--- src/rtl/sid_voice_osc_pkg.sv ---
// Shared SID voice definitions: control-bit positions, noise seed, waveform-select codes.
// Latency: n/a (constants and a pure function).
// Backpressure: n/a.
package sid_voice_osc_pkg;

  // Bit positions inside the 8-bit voice control register
  localparam int CTRL_NOISE = 7;
  localparam int CTRL_PULSE = 6;
  localparam int CTRL_SAW   = 5;
  localparam int CTRL_TRI   = 4;
  localparam int CTRL_TEST  = 3;
  localparam int CTRL_RING  = 2;
  localparam int CTRL_SYNC  = 1;

  // Noise shift register value after reset or while test is held
  localparam logic [22:0] LFSR_SEED = 23'h7FFFF8;

  // Waveform selection taken from control[7:4]
  typedef enum logic [3:0] {
    WAV_NONE  = 4'b0000,
    WAV_TRI   = 4'b0001,
    WAV_SAW   = 4'b0010,
    WAV_ST    = 4'b0011,
    WAV_PULSE = 4'b0100,
    WAV_PT    = 4'b0101,
    WAV_PS    = 4'b0110,
    WAV_PST   = 4'b0111,
    WAV_NOISE = 4'b1000
  } wave_sel_e;

  // Eight scattered LFSR bits form the top of the 12-bit noise sample
  function automatic logic [11:0] noise_tap(input logic [22:0] l);
    return {l[20], l[18], l[14], l[11], l[9], l[5], l[2], l[0], 4'b0000};
  endfunction

endpackage

--- src/rtl/sid_voice_osc_if.sv ---
// Voice oscillator signal bundle: control inputs, ROM lookup, waveform outputs.
// Latency: n/a (wires only).
// Backpressure: none; everything is paced by ce_1m.
interface sid_voice_osc_if;
  logic        ce_1m;
  logic [15:0] freq;
  logic [11:0] pw;
  logic [7:0]  control;
  logic        sync_in;
  logic        ring_msb;
  logic        msb_rising;
  logic        acc_msb;
  logic [11:0] tbl_addr;
  logic [7:0]  tbl_st;
  logic [7:0]  tbl_pt;
  logic [7:0]  tbl_ps;
  logic [7:0]  tbl_pst;
  logic [11:0] wave_out;
  logic [7:0]  osc3;

  // Driving side: register file, neighbour voices and the external ROMs
  modport master (
    output ce_1m, freq, pw, control, sync_in, ring_msb,
    output tbl_st, tbl_pt, tbl_ps, tbl_pst,
    input  msb_rising, acc_msb, tbl_addr, wave_out, osc3
  );

  // Oscillator side
  modport slave (
    input  ce_1m, freq, pw, control, sync_in, ring_msb,
    input  tbl_st, tbl_pt, tbl_ps, tbl_pst,
    output msb_rising, acc_msb, tbl_addr, wave_out, osc3
  );
endinterface

--- src/rtl/sid_noise_lfsr.sv ---
// 23-bit noise LFSR with the 8-bit output tap, clocked by accumulator bit 19 rising.
// Latency: noise reflects a shift on the clock after the ce_1m that caused it.
// Backpressure: none; advances only when ce is asserted.
module sid_noise_lfsr
  import sid_voice_osc_pkg::*;
(
  input  logic        clock,
  input  logic        reset,
  input  logic        ce,
  input  logic        load,
  input  logic        step,
  output logic [11:0] noise
);

  logic [22:0] lfsr;

  // Seed on reset or test, otherwise shift with feedback bit22^bit17 when stepped
  always_ff @(posedge clock) begin
    if (reset) begin
      lfsr <= LFSR_SEED;
    end else if (ce) begin
      if (load) begin
        lfsr <= LFSR_SEED;
      end else if (step) begin
        lfsr <= {lfsr[21:0], lfsr[22] ^ lfsr[17]};
      end
    end
  end

  assign noise = noise_tap(lfsr);

endmodule

--- src/rtl/sid_voice_osc.sv ---
// SID voice oscillator: 24-bit phase accumulator, noise/saw/tri/pulse and combined waveforms.
// Latency: acc/tbl_addr update on the ce_1m clock; wave_out two clocks after ce_1m.
// Backpressure: none; ce_1m pulses must be at least 3 clocks apart.
module sid_voice_osc
  import sid_voice_osc_pkg::*;
(
  input  logic          clock,
  input  logic          reset,
  sid_voice_osc_if.slave voice
);

  logic [23:0] acc;
  logic [23:0] acc_next;
  logic        msb_rising_q;
  logic [11:0] tbl_addr_q;
  logic [11:0] wave_q;
  logic [11:0] wave_next;
  logic [1:0]  ce_pipe;
  logic        test;
  logic        lfsr_step;
  logic        tri_flip;
  logic [11:0] noise;
  logic [11:0] saw;
  logic [11:0] tri_wave;
  logic [11:0] pulse;
  logic        unused_gate;

  assign test        = voice.control[CTRL_TEST];
  assign unused_gate = voice.control[0];

  // Next phase: test clears, hard sync clears, otherwise free-running add
  always_comb begin
    acc_next = acc + {8'd0, voice.freq};
    if (test) begin
      acc_next = '0;
    end else if (voice.control[CTRL_SYNC] && voice.sync_in) begin
      acc_next = '0;
    end
  end

  // Noise clock is a 0->1 transition of phase bit 19 across this update
  assign lfsr_step = ~acc[19] & acc_next[19];

  // Phase, msb edge flag and ROM index all move together on ce_1m
  always_ff @(posedge clock) begin
    if (reset) begin
      acc          <= '0;
      msb_rising_q <= 1'b0;
      tbl_addr_q   <= '0;
    end else if (voice.ce_1m) begin
      acc          <= acc_next;
      msb_rising_q <= ~acc[23] & acc_next[23];
      tbl_addr_q   <= acc_next[23:12];
    end
  end

  sid_noise_lfsr u_noise (
    .clock (clock),
    .reset (reset),
    .ce    (voice.ce_1m),
    .load  (test),
    .step  (lfsr_step),
    .noise (noise)
  );

  // Two-stage delay gives the external ROMs one clock to answer tbl_addr
  always_ff @(posedge clock) begin
    if (reset) begin
      ce_pipe <= '0;
    end else begin
      ce_pipe <= {ce_pipe[0], voice.ce_1m};
    end
  end

  assign saw      = acc[23:12];
  assign tri_flip = acc[23] ^ (voice.control[CTRL_RING] & voice.ring_msb);
  assign tri_wave = {acc[22:12] ^ {11{tri_flip}}, 1'b0};
  assign pulse    = (test || (acc[23:12] >= voice.pw)) ? 12'hFFF : 12'h000;

  // Waveform mux; combined shapes come from the ROMs, pulse-gated where applicable
  always_comb begin
    wave_next = 12'h000;
    case (wave_sel_e'(voice.control[CTRL_NOISE:CTRL_TRI]))
      WAV_NONE:  wave_next = 12'h000;
      WAV_TRI:   wave_next = tri_wave;
      WAV_SAW:   wave_next = saw;
      WAV_PULSE: wave_next = pulse;
      WAV_NOISE: wave_next = noise;
      WAV_ST:    wave_next = {voice.tbl_st, 4'b0000};
      WAV_PT:    wave_next = {voice.tbl_pt, 4'b0000} & pulse;
      WAV_PS:    wave_next = {voice.tbl_ps, 4'b0000} & pulse;
      WAV_PST:   wave_next = {voice.tbl_pst, 4'b0000} & pulse;
      default:   wave_next = 12'h000;
    endcase
  end

  // Output sample register, loaded only at the end of the ROM pipeline
  always_ff @(posedge clock) begin
    if (reset) begin
      wave_q <= '0;
    end else if (ce_pipe[1]) begin
      wave_q <= wave_next;
    end
  end

  assign voice.msb_rising = msb_rising_q;
  assign voice.acc_msb    = acc[23];
  assign voice.tbl_addr   = tbl_addr_q;
  assign voice.wave_out   = wave_q;
  assign voice.osc3       = wave_q[11:4];

endmodule

--- src/flat_wrapper.sv ---
// flat-port wrapper written by rule: the top's interface ports become plain ports
module sid_voice_osc_flat import sid_voice_osc_pkg::*;
  (clock, reset, voice_ce_1m, voice_freq, voice_pw, voice_control, voice_sync_in, voice_ring_msb, voice_tbl_st, voice_tbl_pt, voice_tbl_ps, voice_tbl_pst, voice_msb_rising, voice_acc_msb, voice_tbl_addr, voice_wave_out, voice_osc3);
  sid_voice_osc_if voice_i ();
  input  logic clock;
  input  logic reset;
  input wire logic [$bits(voice_i.ce_1m)-1:0] voice_ce_1m;
  input wire logic [$bits(voice_i.freq)-1:0] voice_freq;
  input wire logic [$bits(voice_i.pw)-1:0] voice_pw;
  input wire logic [$bits(voice_i.control)-1:0] voice_control;
  input wire logic [$bits(voice_i.sync_in)-1:0] voice_sync_in;
  input wire logic [$bits(voice_i.ring_msb)-1:0] voice_ring_msb;
  input wire logic [$bits(voice_i.tbl_st)-1:0] voice_tbl_st;
  input wire logic [$bits(voice_i.tbl_pt)-1:0] voice_tbl_pt;
  input wire logic [$bits(voice_i.tbl_ps)-1:0] voice_tbl_ps;
  input wire logic [$bits(voice_i.tbl_pst)-1:0] voice_tbl_pst;
  output wire logic [$bits(voice_i.msb_rising)-1:0] voice_msb_rising;
  output wire logic [$bits(voice_i.acc_msb)-1:0] voice_acc_msb;
  output wire logic [$bits(voice_i.tbl_addr)-1:0] voice_tbl_addr;
  output wire logic [$bits(voice_i.wave_out)-1:0] voice_wave_out;
  output wire logic [$bits(voice_i.osc3)-1:0] voice_osc3;
  assign voice_i.ce_1m = voice_ce_1m;
  assign voice_i.freq = voice_freq;
  assign voice_i.pw = voice_pw;
  assign voice_i.control = voice_control;
  assign voice_i.sync_in = voice_sync_in;
  assign voice_i.ring_msb = voice_ring_msb;
  assign voice_i.tbl_st = voice_tbl_st;
  assign voice_i.tbl_pt = voice_tbl_pt;
  assign voice_i.tbl_ps = voice_tbl_ps;
  assign voice_i.tbl_pst = voice_tbl_pst;
  assign voice_msb_rising = voice_i.msb_rising;
  assign voice_acc_msb = voice_i.acc_msb;
  assign voice_tbl_addr = voice_i.tbl_addr;
  assign voice_wave_out = voice_i.wave_out;
  assign voice_osc3 = voice_i.osc3;
  sid_voice_osc u_core (.clock(clock), .reset(reset), .voice(voice_i));
endmodule
--- config.mk ---
export PLATFORM = sky130hd
export DESIGN_NAME = sid_voice_osc_flat
export DESIGN_NICKNAME = d
export VERILOG_FILES = /design/src/rtl/sid_voice_osc_pkg.sv /design/src/rtl/sid_voice_osc_if.sv /design/src/rtl/sid_noise_lfsr.sv /design/src/rtl/sid_voice_osc.sv /design/src/flat_wrapper.sv
export SDC_FILE = /design/constraint.sdc
export NUM_CORES = 1
export LEC_CHECK = 0
export ABC_AREA = 1
export BUFFER_PORTS_ARGS = -buffer_cell sky130_fd_sc_hd__buf_2
export CAP_MARGIN = 10
export CORE_ASPECT_RATIO = 0.8
export CORE_UTILIZATION = 50
export CTS_BUF_LIST = sky130_fd_sc_hd__clkbuf_4
export DETAILED_ROUTE_END_ITERATION = 10
export GPL_TIMING_DRIVEN = 0
export PLACE_DENSITY = 0.75
export SETUP_SLACK_MARGIN = 0.4
export SYNTH_ARGS = -nofsm -noshare
export SYNTH_HDL_FRONTEND = slang
export SYNTH_SLANG_ARGS = --single-unit
--- constraint.sdc ---
create_clock -name clock -period 2.8 [get_ports clock]
set_input_delay 0.14 -clock clock [delete_from_list [all_inputs] [get_ports clock]]
set_output_delay 0.14 -clock clock [all_outputs]
set_load 0.02 [all_outputs]
-- Word level (Yosys, flattened, before mapping)
Index checks and enable logic that the tools add are counted.
- word-level logic and storage cells: 37
- output and inout port bits: 34
- register bits: 74
- input bits: 73
- equal/unequal tests: 8
- reduce and logical (&&, ||, !) cells: 4
- add/sub/neg operators: 1
- bitwise gates (word level): 11
- order comparisons: 1
- mux-type cells: 6
- operators with widths (cell ; count):
    case mux 12 bit (8 select lines) ; 1
    two-way mux 24 bit ; 2
    two-way mux 23 bit ; 2
    bitwise AND 12 bit ; 3
    adder 24 x 16 -> 24 bit ; 1
    equality test 4 x 3 -> 1 bit (second input constant) ; 4
    greater-or-equal comparator 12 bit ; 1
    two-way mux 12 bit ; 1
    bitwise XOR 11 bit ; 1
    equality test 4 x 2 -> 1 bit (second input constant) ; 2
    equality test 4 x 1 -> 1 bit (second input constant) ; 1
    equality test 4 bit (second input constant) ; 1
    bitwise AND 1 bit ; 3
    NOT 1 bit ; 2
    AND reduction 2 bit ; 1
    nonzero test 2 bit ; 1
    bitwise XOR 1 bit ; 2
    logical AND 1 bit ; 1
    logical OR 1 bit ; 1

-- Depth between registers and ports, before layout
Gate-level depths: netlist (run 1).
- depth after elaboration: 6
- gate-level depth with buffers: 14

-- Cells and area by module
From an unflattened synthesis (run 1), not the netlist that was laid out.
- cells, all modules: 772
- area, all modules: 4809.6 um^2
- by module, submodules not included (module ; times used ; cells each ; sequential area each (um^2) ; area each (um^2)):
    sid_voice_osc ; 1 ; 628 ; 780.7 ; 3731.1
    sid_noise_lfsr ; 1 ; 144 ; 460.4 ; 1078.5

-- Worst setup path after synthesis (run 1)
Ideal clock, no wire load.
- path type: flip-flop to flip-flop
- start: reg u_core.acc[0]
- end: reg u_core.tbl_addr_q[6], in the netlist u_core.voice.tbl_addr[6]
- data arrival time: 1846 ps
- clock period less this slack: 1961 ps
- slack: 839 ps
- cell stages (with the launch flop): 15
- buffers on the path: 0
- data required time: 2685 ps
- cell sequence: dfxtp_1 > ha_1 > inv_1 > fa_1 > nand3b_1 > nand2_1 > nand2_1 > nand2_1 > nand3_1 > nand2_1 > nand2_1 > o21ai_0 > nand3_1 > nand2_1 > nor2_1
- longest elaborated chain between the ends: 3
- ends and longest elaborated chain (what ; RTL line ; text):
    start: declaration ; sid_voice_osc.sv:12 ; logic [23:0] acc;
    start signal: assignment ; sid_voice_osc.sv:51 ; acc <= acc_next;
    adder 24 x 16 -> 24 bit ; sid_voice_osc.sv:33 ; acc_next = acc + {8'd0, voice.freq};
    two-way mux 24 bit ; sid_voice_osc.sv:36 ; end else if (voice.control[CTRL_SYNC] && voice.sync_in) begin
    two-way mux 24 bit ; sid_voice_osc.sv:34 ; if (test) begin
    end signal: assignment ; sid_voice_osc.sv:53 ; tbl_addr_q <= acc_next[23:12];
    end: declaration ; sid_voice_osc.sv:15 ; logic [11:0] tbl_addr_q;
Every way passes these cells.
A chain may end at the register's enable or synchronous reset.

-- Worst setup path in the final report (run 1)
- start: reg u_core.acc[0]
- end: reg u_core.tbl_addr_q[10], in the netlist u_core.voice.tbl_addr[10]
Same word-level chain as after synthesis.

==> results_dict.tcl, run 1 <==
set metrics [dict create \
    p_clk_share_pct 35.4 \
    finalPower_uw 2060 \
    fmax_mhz 459 \
    hp-start "voice_ce_1m" \
    die_x_um 107 \
    critPathSlowestCell "fa_1" \
    grt.total_usage_pct 27.0 \
    clockBufferDepth 2 \
    postCtsSetupRepairBufs 0 \
    core_region_area_um2 8520 \
    tns_ps 0 \
    cts_root_buf "clkbuf_4" \
    min_to "u_core.voice.tbl_addr[6]" \
    timing.critical_path.max_delay_family "simple AND/OR/NAND/NOR gates" \
    multi_input_area_um2 2670 \
    p_seq_share_pct 45.5 \
    rsz0062_at_grt "yes" \
    synth-simple-area-share_pct 35.8 \
    synth-async-reset-ratio_pct 0 \
    synth_seq_cells 62 \
    cap_violations 0 \
    yosysTopAreaCell "dfxtp_1" \
    numCtsBuffers 9 \
    period_share_pct 77.8 \
    num_vias 4907 \
    finalSetupViolCount 0 \
    place_inst 911 \
    clk_latency_ps 420 \
    post-route-drc-count 0 \
    ff2ff_setup_slack_ps 620 \
    power_frac_comb_pct 19.1 \
    critPathMaxStageDelay_ps 410 \
    seq_area_um2 1250 \
    place_area_um2 5090 \
    hold_violations 0 \
    area_delta_synth_final_pct 19.4 \
    grt_pass1_vias 4410 \
    timing.rr.start "u_core.acc[0]" \
    synth_top_family_by_area "simple AND/OR/NAND/NOR gates" \
    p_per_area_nw_per_um2 391 \
    wirelength_um 12000 \
    start_kind "register" \
    synthMuxAreaShare_pct 0 \
    yosysSeqAreaShare_pct 28.1 \
    final_util_pct 61.9 \
    cts.sinks 62 \
    vdd.ir_drop.worst_uv 255 \
    p_int_uw 1430 \
    critPathCaptureType "register" \
    yosysMostFrequentCell "nand2_1" \
    synthFlopType "dfxtp_1" \
    antennaDiodeCount 0 \
    die_y_um 86.1 \
    fin_skew_ps 16.5 \
    io_buffers 105 \
    avgSynthCellArea_um2 6.37 \
    path_cells "ha_1 > inv_1 > fa_1 > nand3b_1 > nand2_1 > nand2_1 > nand2_2 > nand3_1 > nand2_1 > nand2_1 > o21ai_2 > nand3_1 > nand2_1 > nor2_1" \
    synth_area_leaders "dfxtp_1 (28%), nand2_1 (16%), nand3_1 (11%), a21oi_1 (8.3%), ha_1 (7.9%)" \
    synth_area_um2 4420 \
    critPathBufInv 1 \
    cts_tree "built" \
    r2r_cells 14 \
    synthAdderAreaFrac_pct 8.38 \
    crit_fanout 5 \
    drtPass1Iterations 5 \
    p_sw_share_pct 30.5 \
    synth_edf_count 0 \
    fill_cells 815 \
    slew_viol_final 0 \
    yosysTopAreaCellShare_pct 28.1 \
    period_needed_ps 2180 \
    hpwl_um 9340 \
    rows 30 \
    antenna_found_initial 0 \
    power_switching_uw 629 \
    leakage_uw 0.00266 \
    drtAntennaViolNets 0 \
    synth_cell_types 37 \
    syn_inst 694 \
    crit_top_cell "nand2_1" \
    gp_congestion 0.947 \
    slew_headroom_pct 63.2 \
    cts.clk_slew.worst_paths_ps 130 \
    ys_warn_count 0 \
    layout-drive-gt1-share_pct 21.7 \
    routedWlPerCell_um 12.9 \
    synth_compound_area_share_pct 15.5 \
    r2r-end "u_core.voice.tbl_addr[10]" \
    overflow 0 \
    synth_nets 796 \
    first_iter_violations 322 \
    arrival_ps 2510 \
    die-area_um2 9220 \
    hp-class "in -> reg" \
    grt_pass1_wl_um 19900 \
    via_per_inst 5.29 \
    fin_cells 928 \
    pin_count 107 \
    run_status "complete, no violations" \
    hold_depth 3 \
    grt_max_degree 13 \
    nets 913 \
    cts_max_level 3 \
    initial_core_util_pct 51.9 \
    tightest_slew_ps 552 \
    stdcell_area_um2 5280 \
    crit_type "reg -> reg" \
    synth_xor_area_share_pct 0.396 \
    synthTopCellsByCount "nand2_1 (185), nand3_1 (97), a21oi_1 (73), inv_1 (64), dfxtp_1 (62)" \
    cp_data_required_time_ps 3130 \
]
## tightest hold or removal path: cells and delay by family
family	cells	cell delay, ps
compound gates	1	80
simple gates	1	90
buf+inv	1	150
## metal layers
layer  routed length [um]  share of wire [%]  global-route usage (%)  vias up
met5                    0                  0                       0        -
met4                   99               0.83                    7.22        0
met3                  786                6.6                    4.56        9
met2                 5290                 44                    44.1      169
met1                 5780                 48                    36.8     2210
li1                     -                  -                       -     2519
## final cells by class
type | instances | share of cell area, %
multi-input cells | 520 | 50.5
flip-flops and latches | 62 | 23.6
repair buffers | 106 | 10.1
plain buffers | 45 | 5.14
inverters | 67 | 4.77
well taps | 112 | 2.66
clock inverters | 7 | 1.85
clock buffers | 9 | 1.28
## state kept, by name (all words and copies together) (netlist names)
register,cells
u_core.acc,12
u_core.ce_pipe,2
u_core.u_noise.lfsr,23
u_core.voice.msb_rising,1
u_core.voice.tbl_addr,12
u_core.voice.wave_out,12
## worst max-delay path by stage
stage,cells past startpoint,slack [ps],to,from
after global routing,11,380,u_core.voice.wave_out[2],u_core.voice.tbl_addr[6]
after CTS,14,480,u_core.voice.tbl_addr[10],u_core.acc[0]
after floorplan,14,840,u_core.voice.tbl_addr[6],u_core.acc[0]
final,14,620,u_core.voice.tbl_addr[10],u_core.acc[0]
after global placement,14,590,u_core.voice.tbl_addr[10],u_core.acc[0]
after detailed placement,14,510,u_core.voice.tbl_addr[10],u_core.acc[0]
## through the flow
stage          setup slack (ps)  hold slack, ps
2_1_floorplan               839             300
3_3_place_gp                589             395
3_5_place_dp                507             415
4_1_cts                     478            60.8
5_1_grt                     376            94.1
6_report                    621            84.5
## logic make-up after synthesis
kind of cell | after synthesis
simple gates | 357
compound gates | 132
buf+inv | 112
flops | 62
fa+ha+maj | 29
xor+xnor | 2
## cell usage in the layout, fill, tap and decap left out, types with 3 or more instances in the layout
| cell type | netlist | final |
|---|---|---|
| o21ai_1 | 25 | 25 |
| o21ai_0 | 22 | 21 |
| a21oi_1 | 73 | 73 |
| inv_2 | 3 | 3 |
| clkbuf_4 | 0 | 9 |
| ha_1 | 28 | 28 |
| nand4_1 | 8 | 8 |
| buf_2 | 4 | 109 |
| clkbuf_1 | 16 | 16 |
| dfxtp_2 | 0 | 4 |
| o211ai_1 | 3 | 3 |
| dfxtp_1 | 62 | 58 |
| nand2_1 | 185 | 184 |
| nor2_1 | 41 | 41 |
| inv_1 | 64 | 64 |
| a31oi_1 | 4 | 4 |
| nand3_1 | 97 | 97 |
| buf_4 | 22 | 22 |
| or2_2 | 7 | 7 |
| nor2_2 | 4 | 4 |
| nor3_1 | 4 | 4 |
## power groups by stage
stage / Combinational (uW) / Sequential [uW] / Clock (uW)
after global placement: 373 / 957 / 0
after CTS: 389 / 939 / 747
after detailed placement: 385 / 958 / 0
after floorplan: 260 / 954 / 0
after global routing: 444 / 944 / 793
final: 394 / 939 / 731
## what timing repair did
item / CTS / global route
resized for setup: 0 / 8
hold endpoints to repair: 1 / 0
hold buffers: 1 / 0
setup endpoints to repair: 0 / 18
Note: power is estimated with default switching activity, not from simulation.
==> run 2, diff against run 1 <==
- ABC_AREA: 1 -> 0
- clock period: 2.8 -> 2.1 ns (I/O delays scaled with it)
==> run 2 against run 1 <==
Against the previous run:
- the run now ends with negative setup slack left
- area after synthesis rose by 1.2%
- wire length is 13% higher
- clock power rose by 5.5%
- final area increased by 15%
- synthesized cell count down 18%
- critical endpoint is now u_core.u_noise.lfsr[2]
- largest power group unchanged
==> results_dict.tcl, run 2 <==
set metrics [dict create \
    run_status "complete, but fails checks" \
    violations "negative setup slack" \
    post-route-drc-count 0 \
    num_vias 4856 \
    synth-async-reset-ratio_pct 0 \
    routedWlPerCell_um 16.4 \
    critPathMaxStageDelay_ps 360 \
    antenna_found_initial 0 \
    rsz0062_at_grt "yes" \
    synthFlopType "dfxtp_1" \
    worst_slack_ps -89.2 \
    finalPower_uw 2660 \
    first_iter_violations 248 \
    tns_ps -1390 \
    fmax_mhz 457 \
    synth_area_leaders "dfxtp_1 (28%), ha_1 (7.8%), mux2i_1 (5.4%), nor2_1 (5.0%), nand2_1 (4.4%)" \
    grt_pass1_vias 4356 \
    area_delta_synth_final_pct 36.1 \
    fill_cells 704 \
    numCtsBuffers 9 \
    largest_reg_flops 23 \
    timing.critical_path.max_delay_family "compound AO/OA/AOI/OAI gates" \
    grt.total_usage_pct 28.6 \
    leakage_uw 0.00246 \
    cts.clk_slew.worst_paths_ps 130 \
    top_register "u_core.u_noise.lfsr" \
    pin_count 107 \
    antennaDiodeCount 0 \
    worst-path-stages 9 \
    die-area_um2 9340 \
    slew_headroom_pct 30.0 \
    clk_latency_ps 440 \
    slew_viol_final 0 \
    cap_violations 0 \
    hold_violations 0 \
    layout-drive-gt1-share_pct 37.0 \
    die_y_um 86.6 \
    drtPass1Iterations 5 \
    grt_max_degree 14 \
    hold_buffers 0 \
    fin_cells 828 \
    p_per_area_nw_per_um2 436 \
    overflow 0 \
    ys_warn_count 0 \
    synthTopCellsByCount "dfxtp_1 (62), nor2_1 (60), nand2_1 (53), a21oi_1 (37), nor3_1 (31)" \
    yosysTopAreaCell "dfxtp_1" \
    hold_depth 4 \
    critPathBufInv 2 \
    path_cells "ha_4 > buf_4 > a211oi_4 > o21ai_2 > a41o_4 > a31oi_4 > nor4_4 > buf_6 > mux2_4" \
    timing.hold.ws_ps 35.4 \
    yosysTopAreaCellShare_pct 27.7 \
    avgSynthCellArea_um2 7.87 \
    critPathSlowestCell "dfxtp_2" \
    vdd.ir_drop.worst_uv 447 \
    yosysSeqAreaShare_pct 27.7 \
    cts_root_buf "clkbuf_4" \
    synth_cell_types 65 \
    grt_pass1_wl_um 20800 \
    nets 813 \
    cts.sinks 62 \
    rows 30 \
    layout_common_cells "buf_2 (105), nor2_1 (59), dfxtp_1 (51), nand2_1 (46), buf_4 (38)" \
    start_kind "register" \
    crit_type "reg -> reg" \
    via_per_inst 5.86 \
    crit_fanout 7 \
    wirelength_um 13600 \
    final_common_cell "buf_2" \
    arrival_ps 2530 \
    syn_inst 569 \
    io_buffers 104 \
    gp_congestion 0.933 \
    period_share_pct 104 \
    period_needed_ps 2190 \
    final_util_pct 70.8 \
    r2r_cells 9 \
    tightest_slew_ps 1040 \
    synth_edf_count 0 \
    place_inst 785 \
    clockBufferDepth 2 \
    core_region_area_um2 8600 \
    cp_data_required_time_ps 2440 \
    drtAntennaViolNets 0 \
    fin_skew_ps 12.8 \
    die_x_um 108 \
    synth_seq_cells 62 \
    cts_max_level 3 \
    cts_tree "built" \
    critPathCaptureType "register" \
    hp-class "in -> reg" \
    synth_area_um2 4480 \
    hpwl_um 9420 \
    synth_nets 671 \
    initial_core_util_pct 52.1 \
    finalSetupViolCount 26 \
    yosysMostFrequentCell "dfxtp_1" \
]
-- run 2: cell types whose count changed after synthesis, sizes merged, moves of 9 or more --
cell and delta:
nand2 -135, nand3 -92, inv -45, a21oi -36, nor3 +27, mux2i +24, o21ai -16, nor2 +14
a211oi +13, a22oi +13, clkbuf +12, xor2 +12, a31oi +9
-- run 2: cell type report --
type                       instances  area (um^2)  area share, %
buffer                            55          338           5.55
clock buffer                       9         67.6           1.11
clock inverter                     7         57.6          0.945
inverter                          22         85.1           1.40
multi-input combinational        430         3340           54.8
sequential                        62         1260           20.8
tap                              112          140           2.30
timing repair buffer             131          797           13.1
-- run 2: worst reg2reg max path: cells and delay by family (launching register included) --
family,cells,cell delay [ps]
muxes,1,300
AOI/OAI and AO/OA,4,890
and+or+nand+nor,1,50
buffers and inverters,2,320
DFF,1,360
adders and majority gates,1,160
-- run 2: cell families after synthesis --
kind of cell	count (synthesis)	share of synthesized area, %
AO/OA/AOI/OAI	157	24.0
XOR/XNOR	21	4.11
adder cells (fa/ha/maj)	29	8.28
buffers and inverters	77	8.58
flip-flops	62	27.7
multiplexers	26	5.87
AND/OR/NAND/NOR	197	21.4
-- run 2: report_power, final --
group	internal [uW]	leakage (uW)	total (uW)	switching, uW
logic	305	0.00189	670	365
registers	1190	0.000508	1220	23.4
clock network	253	0.0000591	771	518
-- run 2: final timing paths --
path / end / startpoint / slack, ps
worst max register to register: u_core.u_noise.lfsr[2] / u_core.acc[0] / -90
worst min register to register: u_core.ce_pipe[1] / u_core.ce_pipe[0] / 450
worst max-delay path: u_core.u_noise.lfsr[2] / u_core.acc[0] / -90
worst min-delay path: u_core.acc[0] / voice_freq[0] / 40
-- run 2: per-stage QoR --
step / cell area [um^2] / worst slack [ps]
3_5_place_dp: 5280 / -241
6_report: 6090 / -89.2
4_1_cts: 5780 / -87.9
5_1_grt: 6090 / -143
2_1_floorplan: 4620 / 76.1
3_3_place_gp: 5280 / -157
-- run 2: repair_timing --
item                                    in CTS  in global routing
endpoints found under the setup margin      54                 56
resized for setup                           54                 38
pin swaps                                   28                 37
gates cloned                                 0                  2
hold endpoints to repair                     0                  0
setup buffers                               13                 12
-- run 2: per-layer routing --
layer	vias to the layer above	track usage (%)	wire length (um)
met2	205	46.5	6320
li1	2346	-	-
met5	-	0	0
met4	0	7.72	196
met1	2283	38.6	5960
met3	22	5.79	1080
==> run 3, diff against run 2 <==
- SLEW_MARGIN: unset -> 20
- SYNTH_HIERARCHICAL: unset -> 1
==> run 3 against run 2 <==
Against the previous run:
- highest routed layer unchanged
- the flow still finishes with violations (negative setup slack)
- power is 8.7% higher
- die area is 3.6% higher
- setup slack worse by 370 ps
- via count is 2.5% higher
- area after synthesis is 3.7% higher
==> results_dict.tcl, run 3 <==
set metrics [dict create \
    critPathCaptureType "register" \
    leakage_uw 0.00272 \
    die_x_um 110 \
    antenna_found_initial 0 \
    top_register "u_core/acc" \
    post-route-drc-count 0 \
    hpwl_um 9780 \
    cts_root_buf "clkbuf_4" \
    min_to "u_core/ce_pipe[0]" \
    worst-path-stages 11 \
    slew_viol_final 0 \
    crit_fanout 6 \
    hold_depth 2 \
    p_per_area_nw_per_um2 460 \
    grt.total_usage_pct 26.4 \
    timing.rr.start "u_core/acc[10]" \
    worst_slack_ps -454 \
    ys_warn_count 6 \
    rsz0062_at_grt "yes" \
    wirelength_um 14200 \
    arrival_ps 2880 \
    pin_count 107 \
    drtPass1Iterations 7 \
    slew_headroom_pct 50.9 \
    initial_core_util_pct 51.4 \
    cap_violations 0 \
    final_util_pct 69.4 \
    hp-start "voice_ce_1m" \
    gp_congestion 0.864 \
    timing.critical_path.max_delay_family "simple AND/OR/NAND/NOR gates" \
    largest_reg_flops 24 \
    path_cells "ha_4 > buf_6 > nand4_1 > or3_1 > o32a_1 > nand2_2 > and3_4 > o21a_1 > buf_6 > buf_12 > mux2i_2" \
    hp-class "in -> reg" \
    synth_cell_types 65 \
    avgSynthCellArea_um2 8.13 \
    cts.sinks 62 \
    overflow 0 \
    syn_inst 571 \
    r2r_cells 11 \
    cts_tree "built" \
    critPathSlowestCell "dfxtp_2" \
    synthFlopType "dfxtp_1" \
    hold_violations 0 \
    start_kind "register" \
    layout_common_cells "buf_2 (114), buf_4 (55), dfxtp_1 (52), nand2_1 (35), nor2_1 (35)" \
    fill_cells 717 \
    cts.clk_slew.worst_paths_ps 120 \
    die-area_um2 9680 \
    violations "negative setup slack" \
    final_common_cell "buf_2" \
    via_per_inst 5.90 \
    io_buffers 102 \
    antennaDiodeCount 0 \
    grt_max_degree 11 \
    clk_latency_ps 410 \
    run_status "complete, but fails checks" \
    crit_type "reg -> reg" \
    grt_pass1_vias 4218 \
    clockBufferDepth 2 \
    rows 31 \
    finalPower_uw 2890 \
    cts_max_level 3 \
    yosysTopAreaCell "dfxtp_1" \
    first_iter_violations 388 \
    synthTopCellsByCount "dfxtp_1 (62), a21oi_1 (37), nand2_1 (37), nor2_1 (36), buf_4 (32)" \
    fmax_mhz 391 \
    grt_pass1_wl_um 19900 \
    drtAntennaViolNets 0 \
    yosysSeqAreaShare_pct 26.7 \
    finalSetupViolCount 46 \
    synth_area_um2 4640 \
    synth-async-reset-ratio_pct 0 \
    fin_skew_ps 13.8 \
    period_needed_ps 2550 \
    nets 827 \
    core_region_area_um2 9040 \
    ff2ff_setup_slack_ps -450 \
    synth_area_leaders "dfxtp_1 (27%), ha_1 (7.5%), mux2i_1 (5.2%), buf_4 (5.2%), a21oi_1 (4.0%)" \
    critPathBufInv 3 \
    die_y_um 88.2 \
    synth_seq_cells 62 \
    vdd.ir_drop.worst_uv 351 \
    crit_top_cell "buf_6" \
    synth_edf_count 0 \
    numCtsBuffers 9 \
    period_share_pct 122 \
    num_vias 4979 \
    area_delta_synth_final_pct 35.2 \
    critPathMaxStageDelay_ps 360 \
    r2r-end "u_core/u_noise/lfsr[1]" \
    routedWlPerCell_um 16.8 \
    yosysTopAreaCellShare_pct 26.7 \
    layout-drive-gt1-share_pct 36.9 \
    tightest_slew_ps 735 \
    yosysMostFrequentCell "dfxtp_1" \
    cp_data_required_time_ps 2420 \
]
-- run 3: what timing repair did --
| action | CTS | global route |
|---|---|---|
| hold buffers | 0 | 0 |
| pin swaps | 17 | 20 |
| cloned | 1 | 1 |
| resized for setup | 23 | 35 |
| buffers inserted | 19 | 17 |
| hold endpoints to repair | 0 | 0 |
| endpoints found under the setup margin | 53 | 55 |
-- run 3: logic make-up (layout without fill, tap and decap cells) --
group	count (synthesis)	count (layout)	synth area share, %
AO/OA/AOI/OAI	155	155	23.2
XOR/XNOR	26	26	4.91
adder cells (fa/ha/maj)	29	29	7.98
buffers and inverters	91	246	11.3
flip-flops	62	62	26.7
multiplexers	24	24	5.18
other	1	4	0.0808
AND/OR/NAND/NOR	183	183	20.6
-- run 3: worst max path at each step --
| stage | start | slack, ps | to |
|---|---|---|---|
| after floorplan | u_core/acc[15] | -150 | u_core/u_noise/lfsr[1] |
| after global placement | u_core/acc[3] | -350 | u_core/u_noise/lfsr[15] |
| after detailed placement | u_core/acc[12] | -410 | u_core/u_noise/lfsr[1] |
| after CTS | u_core/acc[10] | -340 | u_core/u_noise/lfsr[1] |
| after global routing | u_core/acc[10] | -500 | u_core/u_noise/lfsr[6] |
| final | u_core/acc[10] | -450 | u_core/u_noise/lfsr[1] |
-- run 3: power breakdown --
part	switching (uW)	internal, uW	leakage (uW)	total [uW]
combinational	382	354	0.00213	737
clock	456	483	0.0000776	939
sequential	19.4	1190	0.000508	1210
-- run 3: layout make-up --
| class | instances | area [um^2] | area share, % |
|---|---|---|---|
| buffer | 69 | 465 | 7.42 |
| multi-input combinational | 421 | 3290 | 52.4 |
| sequential | 62 | 1260 | 20.1 |
| clock inverter | 5 | 75.1 | 1.20 |
| clock buffer | 10 | 75.1 | 1.20 |
| timing repair buffer | 140 | 882 | 14.1 |
| tap | 115 | 144 | 2.29 |
| inverter | 22 | 82.6 | 1.32 |
-- run 3: metrics by stage --
stage / cells / setup WS, ps / hold WS [ps] / instance area (um^2) / setup TNS [ps]
after floorplan: 574 / -154 / 260 / 4890 / -3130
after global placement: 791 / -351 / 451 / 5540 / -7620
after detailed placement: 791 / -412 / 448 / 5540 / -8810
after CTS: 826 / -338 / 40.6 / 5970 / -7640
after global routing: 844 / -497 / 56.2 / 6280 / -14470
final: 844 / -454 / 59.5 / 6280 / -11670
-- run 3: routing by layer --
metal	share of wire (%)	track usage (%)	vias to the layer above
met1	42	33.5	2322
met5	0	0	-
met4	2.6	7.76	0
met2	47	45.6	253
li1	-	-	2356
met3	7.9	5.06	48
